### config.mk
export PLATFORM = sky130hd
export DESIGN_NAME = vehicle_sensor_emulator
export DESIGN_NICKNAME = d
export VERILOG_FILES = /design/src/rtl/veh_emu_pkg.sv /design/src/rtl/veh_phase_timer.sv /design/src/rtl/vehicle_sensor_emulator.sv
export SDC_FILE = /design/constraint.sdc
export NUM_CORES = 1
export LEC_CHECK = 0
export ABC_AREA = 1
export ABC_CLOCK_PERIOD_IN_PS = 2250
export CAP_MARGIN = 20
export CORE_UTILIZATION = 42
export CTS_CLUSTER_SIZE = 40
export DETAILED_ROUTE_END_ITERATION = 8
export PLACE_DENSITY = 0.66
export RECOVER_POWER = 25
export SYNTH_ARGS = -nofsm -noshare
export SYNTH_HDL_FRONTEND = slang
export SYNTH_SLANG_ARGS = --single-unit
### constraint.sdc
create_clock -name clk -period 2.25 [get_ports clk]
set_input_delay 0.45 -clock clk [delete_from_list [all_inputs] [get_ports clk]]
set_output_delay 0.45 -clock clk [all_outputs]
set_load 0.03 [all_outputs]
### src/rtl/veh_emu_pkg.sv
// Shared types and helpers for the vehicle sensor emulator.
//   cmd_op_t    : passage command encoding (ENTER, EXIT, BALK_S1, BALK_S2)
//   emu_state_t : emulator FSM states
//   lead_mask   : {S1,S2} pattern with only the leading sensor high
//   is_balk     : true for the two aborted-approach commands
package veh_emu_pkg;

  typedef enum logic [1:0] {
    ENTER   = 2'b00,
    EXIT    = 2'b01,
    BALK_S1 = 2'b10,
    BALK_S2 = 2'b11
  } cmd_op_t;

  typedef enum logic [2:0] {
    IDLE  = 3'd0,
    LEAD  = 3'd1,
    BOTH  = 3'd2,
    TRAIL = 3'd3,
    GAP   = 3'd4
  } emu_state_t;

  // Bit 1 = S1 (outer), bit 0 = S2 (inner).
  function automatic logic [1:0] lead_mask(input cmd_op_t op);
    case (op)
      ENTER, BALK_S1: lead_mask = 2'b10;
      default:        lead_mask = 2'b01;
    endcase
  endfunction

  function automatic logic is_balk(input cmd_op_t op);
    is_balk = op[1];
  endfunction

endpackage

### src/rtl/veh_phase_timer.sv
// Loadable down-counter used for both the sensor phases and the gap.
// Ports:
//   clk, reset   : clock, synchronous active-high reset
//   i_load       : load i_load_val this edge (takes priority over counting)
//   i_load_val   : cycles-minus-one for the phase being entered
//   o_expire     : high in the last cycle of the loaded phase (count == 0)
module veh_phase_timer #(
  parameter int W = 3
) (
  input  logic         clk,
  input  logic         reset,
  input  logic         i_load,
  input  logic [W-1:0] i_load_val,
  output logic         o_expire
);

  logic [W-1:0] r_cnt;

  always_ff @(posedge clk) begin
    if (reset)
      r_cnt <= '0;
    else if (i_load)
      r_cnt <= i_load_val;
    else if (r_cnt != '0)
      r_cnt <= r_cnt - 1'b1;
  end

  assign o_expire = (r_cnt == '0);

endmodule

### src/rtl/vehicle_sensor_emulator.sv
// Synthetic vehicle passage generator for the two-beam parking sensor pair.
// One command per passage is taken over cmd_valid/cmd_ready and the S1/S2
// level sequence is played out: lead sensor, both, trail sensor, then a
// quiet gap (balks skip straight from lead to gap).
// Ports:
//   clk, reset        : clock, synchronous active-high reset
//   cmd_valid, cmd_op : command handshake (accepted when cmd_ready is high)
//   cmd_ready         : high only in IDLE
//   S1_out, S2_out    : registered emulated sensor levels
//   busy              : high outside IDLE
//   done              : one-cycle pulse in the final gap cycle
//   enter_count, exit_count, balk_count : saturating passage counters,
//                       present only when VEH_EMU_STATS_EN is defined
module vehicle_sensor_emulator
  import veh_emu_pkg::*;
#(
  parameter int PHASE_CYCLES = 4,
  parameter int GAP_CYCLES   = 2,
  parameter int CNT_W        = 8
) (
  input  logic             clk,
  input  logic             reset,
  input  logic             cmd_valid,
  input  logic [1:0]       cmd_op,
  output logic             cmd_ready,
  output logic             S1_out,
  output logic             S2_out,
  output logic             busy,
  output logic             done
`ifdef VEH_EMU_STATS_EN
  ,
  output logic [CNT_W-1:0] enter_count,
  output logic [CNT_W-1:0] exit_count,
  output logic [CNT_W-1:0] balk_count
`endif
);

  localparam int MAX_CYC = (PHASE_CYCLES > GAP_CYCLES) ? PHASE_CYCLES : GAP_CYCLES;
  localparam int TW      = $clog2(MAX_CYC + 1);
  localparam logic [TW-1:0] PH_LOAD  = TW'(PHASE_CYCLES - 1);
  localparam logic [TW-1:0] GAP_LOAD = TW'(GAP_CYCLES - 1);

  if (PHASE_CYCLES < 1 || GAP_CYCLES < 1 || CNT_W < 1) begin : g_bad_param
    $error("vehicle_sensor_emulator: PHASE_CYCLES, GAP_CYCLES and CNT_W must be >= 1");
  end

  emu_state_t    r_state;
  emu_state_t    w_next;
  cmd_op_t       r_op;
  cmd_op_t       w_op;
  logic          w_accept;
  logic          w_expire;
  logic          w_load;
  logic [TW-1:0] w_load_val;
  logic [1:0]    w_lvl_next;
  logic [1:0]    r_lvl;

  assign w_accept = (r_state == IDLE) && cmd_valid;
  // On the accepting edge the op register is not yet loaded, so the
  // first lead level comes straight from the command input.
  assign w_op     = w_accept ? cmd_op_t'(cmd_op) : r_op;

  // Every transition enters a new timed state, so the timer reloads on
  // any state change; only GAP uses the gap length.
  assign w_load     = (w_next != r_state);
  assign w_load_val = (w_next == GAP) ? GAP_LOAD : PH_LOAD;

  veh_phase_timer #(.W(TW)) u_timer (
    .clk        (clk),
    .reset      (reset),
    .i_load     (w_load),
    .i_load_val (w_load_val),
    .o_expire   (w_expire)
  );

  // State register
  always_ff @(posedge clk) begin
    if (reset)
      r_state <= IDLE;
    else
      r_state <= w_next;
  end

  always_ff @(posedge clk) begin
    if (w_accept)
      r_op <= cmd_op_t'(cmd_op);
  end

  // Next-state logic
  always_comb begin
    w_next = r_state;
    case (r_state)
      IDLE:    if (cmd_valid) w_next = LEAD;
      LEAD:    if (w_expire)  w_next = is_balk(r_op) ? GAP : BOTH;
      BOTH:    if (w_expire)  w_next = TRAIL;
      TRAIL:   if (w_expire)  w_next = GAP;
      GAP:     if (w_expire)  w_next = IDLE;
      default:                w_next = IDLE;
    endcase
  end

  // Output logic: sensor levels are decoded from the next state and
  // registered, so they line up with the state and cannot glitch. Each
  // phase boundary flips exactly one sensor.
  always_comb begin
    w_lvl_next = 2'b00;
    case (w_next)
      LEAD:    w_lvl_next = lead_mask(w_op);
      BOTH:    w_lvl_next = 2'b11;
      TRAIL:   w_lvl_next = ~lead_mask(w_op);
      default: w_lvl_next = 2'b00;
    endcase
  end

  assign cmd_ready = (r_state == IDLE);
  assign busy      = (r_state != IDLE);
  assign done      = (r_state == GAP) && w_expire;

  always_ff @(posedge clk) begin
    if (reset)
      r_lvl <= 2'b00;
    else
      r_lvl <= w_lvl_next;
  end

  assign S1_out = r_lvl[1];
  assign S2_out = r_lvl[0];

`ifdef VEH_EMU_STATS_EN
  logic [CNT_W-1:0] r_enter_cnt;
  logic [CNT_W-1:0] r_exit_cnt;
  logic [CNT_W-1:0] r_balk_cnt;

  function automatic logic [CNT_W-1:0] sat_inc(input logic [CNT_W-1:0] v);
    sat_inc = (v == {CNT_W{1'b1}}) ? v : v + 1'b1;
  endfunction

  always_ff @(posedge clk) begin
    if (reset) begin
      r_enter_cnt <= '0;
      r_exit_cnt  <= '0;
      r_balk_cnt  <= '0;
    end else if (done) begin
      case (r_op)
        ENTER:   r_enter_cnt <= sat_inc(r_enter_cnt);
        EXIT:    r_exit_cnt  <= sat_inc(r_exit_cnt);
        default: r_balk_cnt  <= sat_inc(r_balk_cnt);
      endcase
    end
  end

  assign enter_count = r_enter_cnt;
  assign exit_count  = r_exit_cnt;
  assign balk_count  = r_balk_cnt;
`endif

endmodule

; ---- Yosys cells after proc, flatten, opt, wreduce, memory -nomap -nowiden
; Cells that the tools add are included.
[op_classes]
add_sub_neg = 1
n_eq_ne = 10
n_mux = 14
bitwise_logic = 1
n_reduce_logical = 9
[ops]
columns = op, n
row1 = 3-bit two-way mux, 8
row2 = 3-bit one-hot mux with 5 select lines, 1
row3 = "3-bit by 2-bit equality test with 1-bit output, second input constant", 4
row4 = 2-bit two-way mux, 4
row5 = "3-bit by 1-bit equality test with 1-bit output, second input constant", 2
row6 = "3-bit equality test, second input constant", 2
row7 = 3-bit zero test, 2
row8 = 2-bit one-hot mux with 3 select lines, 1
row9 = 3-bit nonzero test, 2
row10 = 3-bit inequality test, 1
row11 = "3-bit by 1-bit subtractor with 3-bit output, second input constant", 1
row12 = "2-bit equality test, second input constant", 1
row13 = 1-bit logical AND, 2
row14 = 2-bit zero test, 1
row15 = 2-bit NOT, 1
row16 = 2-bit nonzero test, 1
row17 = 2-bit OR reduction, 1
[word_totals]
ff_bits = 10
input_bits = 5
out_inout_bits = 5
wordCells = 39

; ---- Longest topological paths before layout
[depth]
ltp_word = 9
ltp_mapped = 12
mapped_depth_nobuf = 12

; ---- Cells and area by module
; From an unflattened synthesis, not the netlist that was laid out.
[unflattened]
hier_cells = 94
area_unflattened_um2 = 628.1
[by_module_without_submodules]
columns = mod, n_inst, cells_each, area_per_inst_um2, seq_area_each_um2
row1 = vehicle_sensor_emulator, 1, 66, 429.2, 150.1
row2 = veh_phase_timer, 1, 28, 198.9, 60.1

; ---- Worst setup path after synthesis
; No wires, ideal clock.
[synth_timing]
path_type = register -> output
from = reg u_timer.r_cnt[0]
to = out done
t_arrival_ns = 1.077
required_ns = 1.800
slack_ns = 0.723
stages_incl_launch_ff = 5
cell_sequence = dfxtp_1 inv_1 ha_1 nand2_4 nor2_1
[synth_between]
elab_chain_len = 2
[synth_lines]
columns = item, line
row1 = from (decl), veh_phase_timer.sv:17  ; logic [W-1:0] r_cnt;
row2 = from (signal assigned), veh_phase_timer.sv:23  ; r_cnt <= i_load_val;
row3 = from (signal assigned), veh_phase_timer.sv:25  ; r_cnt <= r_cnt - 1'b1;
row4 = 3-bit zero test, veh_phase_timer.sv:28  ; assign o_expire = (r_cnt == '0);
row5 = 1-bit logical AND, vehicle_sensor_emulator.sv:117  ; assign done = (r_state == GAP) && w_expire;
row6 = to (decl), vehicle_sensor_emulator.sv:29  ; output logic done
; No other way between the ends.

; ---- Worst setup path after layout
[layout_timing]
from = reg r_state[0]
to = out cmd_ready
[layout_between]
elab_chain_len = 1
[layout_lines]
columns = item, line
row1 = from (decl), vehicle_sensor_emulator.sv:47  ; emu_state_t r_state;
row2 = from (signal assigned), vehicle_sensor_emulator.sv:81  ; r_state <= w_next;
row3 = 3-bit zero test, vehicle_sensor_emulator.sv:115  ; assign cmd_ready = (r_state == IDLE);
row4 = to (decl), vehicle_sensor_emulator.sv:25  ; output logic cmd_ready,
; No other way between the ends.

==> results_dict.tcl <==
set metrics [dict create \
    ant_nets 0 \
    end_kind "output port" \
    clk_latency_ns 0.26 \
    core_sq_um 1318 \
    nets 107 \
    cellPowerDensity_nw_per_um2 1809 \
    wl_per_cell_um 10.03 \
    ys_seq_area_share_pct 35.22 \
    dp_hpwl_um 868.7 \
    r2r_setup_slack_ns 0.73 \
    ff2ff_path_depth 12 \
    yosys_register_bits 10 \
    synth_warnings 0 \
    design_area_sq_um 730.7 \
    start_util_pct 45.30 \
    hold_buffers 0 \
    gp_congestion 0.6836 \
    critPathKind "register to output port" \
    vias 519 \
    clockRootBuffer "clkbuf_4" \
    grt_pass1_vias 453 \
    critPathMaxStageDelay_ns 0.65 \
    antenna_found_initial 0 \
    hold_depth 2 \
    rows 13 \
    grt.busiest_layer "met2" \
    final_util_pct 55.46 \
    power.internal_mw 0.6682 \
    grtUsageTotal_pct 18.12 \
    fin_skew_ns 0.001394 \
    grtUsageMet2_pct 28.28 \
    syn_area_per_cell_sq_um 6.940 \
    seq_power_share_pct 23.6 \
    drc 0 \
    areaGrowthSynthToFinish_pct 22.43 \
    synthMuxAreaShare_pct 0 \
    fin_crit_ns 2.063 \
    max_slew.worst_pin.slew_ns 0.3227 \
    synth_compound_area_share_pct 5.660 \
    path_clk_slew_ns 0.07 \
    slowest_stage "clkdlybuf4s50_1" \
    arrival_ns 1.61 \
    htreeDepth 1 \
    drive_gt1_share_pct 17.17 \
    synth_cell_types 21 \
    synth_xor_area_share_pct 2.935 \
    min_path_type "register to register" \
    synth-simple-area-share_pct 40.67 \
    crit_path_start "r_state[0]$_SDFF_PP0_" \
    hold_violations 0 \
    crit_chain "nor2_2, nand2_1, inv_1, clkdlybuf4s50_1" \
    period_share_pct 91.70 \
    report.final.slew_viol_count 0 \
    syn-num-nets 93 \
    cts_tree "yes" \
    endpoint "cmd_ready" \
    num_antenna_cells 0 \
    placed_cell_area_sq_um 705.7 \
    setup_viol 0 \
    io_buffer_count 9 \
    clockBufferDepth 2 \
    outcome "finished, final reports clean" \
    die_w_um 39.70 \
    drt_iter0_markers 12 \
    dr.pass1.iters 4 \
    pin_count 10 \
    max_freq_ghz 0.4847 \
    p_sw_share_pct 49.44 \
    cts_buffers 3 \
    die_area_sq_um 1576 \
    reg2reg_to "u_timer.r_cnt[0]$_SDFFE_PP0P_" \
    synth_top_family_by_area "simple AND/OR/NAND/NOR gates" \
    met1_usage_pct 22.79 \
    timing.rr.start "u_timer.r_cnt[0]$_SDFFE_PP0P_" \
    synth_adder_area_share_pct 4.193 \
    vias_per_cell 4.553 \
    rsz0062_at_grt "no" \
    power_mw 1.322 \
    grtUsageMet3_pct 1.705 \
    ir_worst_vdd_uv 715.8 \
    p_sw_mw 0.6535 \
    startpoint_type "register" \
    leakagePower_nw 0.4004 \
    required_ns 1.80 \
    cts.sink_count 10 \
    post-cts-setup-buffer-count 0 \
    grt_pass1_wl_um 1863 \
    worst-path-max-fanout 5 \
    gr-total-overflow 0 \
    cap_violations 0 \
    slew_headroom_pct 78.26 \
    synth_cells 86 \
    power_frac_clock_pct 12.1 \
    routed_wl_um 1143 \
    synth_area_sq_um 596.8 \
    die_h_um 39.70 \
    finalSetupTns_ns 0 \
    grt_max_degree 10 \
    power_frac_comb_pct 64.2 \
]
-- worst min path at each step --
stage	from	to	slack [ns]
after floorplan	r_state[2]$_SDFF_PP0_	u_timer.r_cnt[1]$_SDFFE_PP0P_	0.51
after global placement	r_state[2]$_SDFF_PP0_	u_timer.r_cnt[1]$_SDFFE_PP0P_	0.55
after detailed placement	r_state[2]$_SDFF_PP0_	u_timer.r_cnt[1]$_SDFFE_PP0P_	0.56
after CTS	r_state[2]$_SDFF_PP0_	u_timer.r_cnt[1]$_SDFFE_PP0P_	0.57
after global routing	r_state[2]$_SDFF_PP0_	u_timer.r_cnt[1]$_SDFFE_PP0P_	0.63
final	r_state[2]$_SDFF_PP0_	u_timer.r_cnt[1]$_SDFFE_PP0P_	0.57
-- sequential cells by signal, indices dropped and copies added (netlist names), named ones only --
register and cells:
r_state 3, u_timer.r_cnt 3, r_op 1, r_lvl 2
-- cell usage in the layout, fill, tap and decap left out, types with 2 or more instances in the layout --
cell type / n
a21oi_1: 2
clkbuf_4: 3
clkdlybuf4s50_1: 7
dfxtp_1: 9
ha_1: 2
inv_1: 13
inv_2: 5
nand2_1: 17
nand2_2: 4
nand2_4: 2
nand3_1: 10
nand4_1: 2
nor2_1: 8
nor2_2: 2
nor3_1: 2
o21ai_0: 2
o21ai_1: 2
xor2_1: 2
-- per-layer routing --
metal	vias up	part of all wire, %
met3	2	4.2
li1	291	-
met1	213	50
met4	0	1.0
met2	13	45
met5	-	0
-- cells in the mapped netlist (all sizes together) --
cell type / number / area [sq um]
edfxtp: 1 / 30.03
ha: 2 / 25.02
a21oi: 2 / 10.01
nor3: 2 / 15.01
o21ai: 4 / 23.77
nand3: 10 / 55.05
xor2: 2 / 17.52
and2: 1 / 6.260
nand4: 2 / 12.51
inv: 18 / 67.57
dfxtp: 9 / 180.2
nand2: 23 / 111.4
nor2: 10 / 42.54
-- area by class of cell --
type / count / area [sq um]
clock buffer: 4 / 36.28
fill: 134 / 586.8
inverter: 18 / 67.56
multi-input combinational: 58 / 305.3
sequential: 10 / 210.2
tap: 15 / 18.77
timing repair buffer: 9 / 92.59
-- power groups by stage --
stage,Sequential (mW),Combinational [mW],Clock [mW]
after detailed placement,0.316,0.867,0
after CTS,0.312,0.872,0.164
final,0.312,0.849,0.161
after global routing,0.322,0.956,0.169
after floorplan,0.333,0.641,0
after global placement,0.314,0.857,0
-- logic make-up after synthesis --
family	Yosys count
and+or+nand+nor	48
buffers and inverters	18
AOI/OAI and AO/OA	6
xor gates and xnor gates	2
adders and majority gates	2
DFF	10
-- timing repair --
action	CTS	global route
hold endpoints to repair	0	0
endpoints found under the setup margin	0	1
gates resized for setup	0	1
-- critical path: cells and delay by family, from the launching register on --
family	cells	cell delay, ns
buffers and inverters	2	0.71
DFF	1	0.36
and+or+nand+nor	2	0.28
-- per-stage QoR --
step	hold WS, ns	std cells	setup slack [ns]
after global routing	0.6258	114	0.1134
after floorplan	0.5130	86	0.7226
after detailed placement	0.5621	110	0.3398
after global placement	0.5479	110	0.3764
final	0.5676	114	0.1868
after CTS	0.5715	114	0.04479
(Power assumes the default switching activity.)
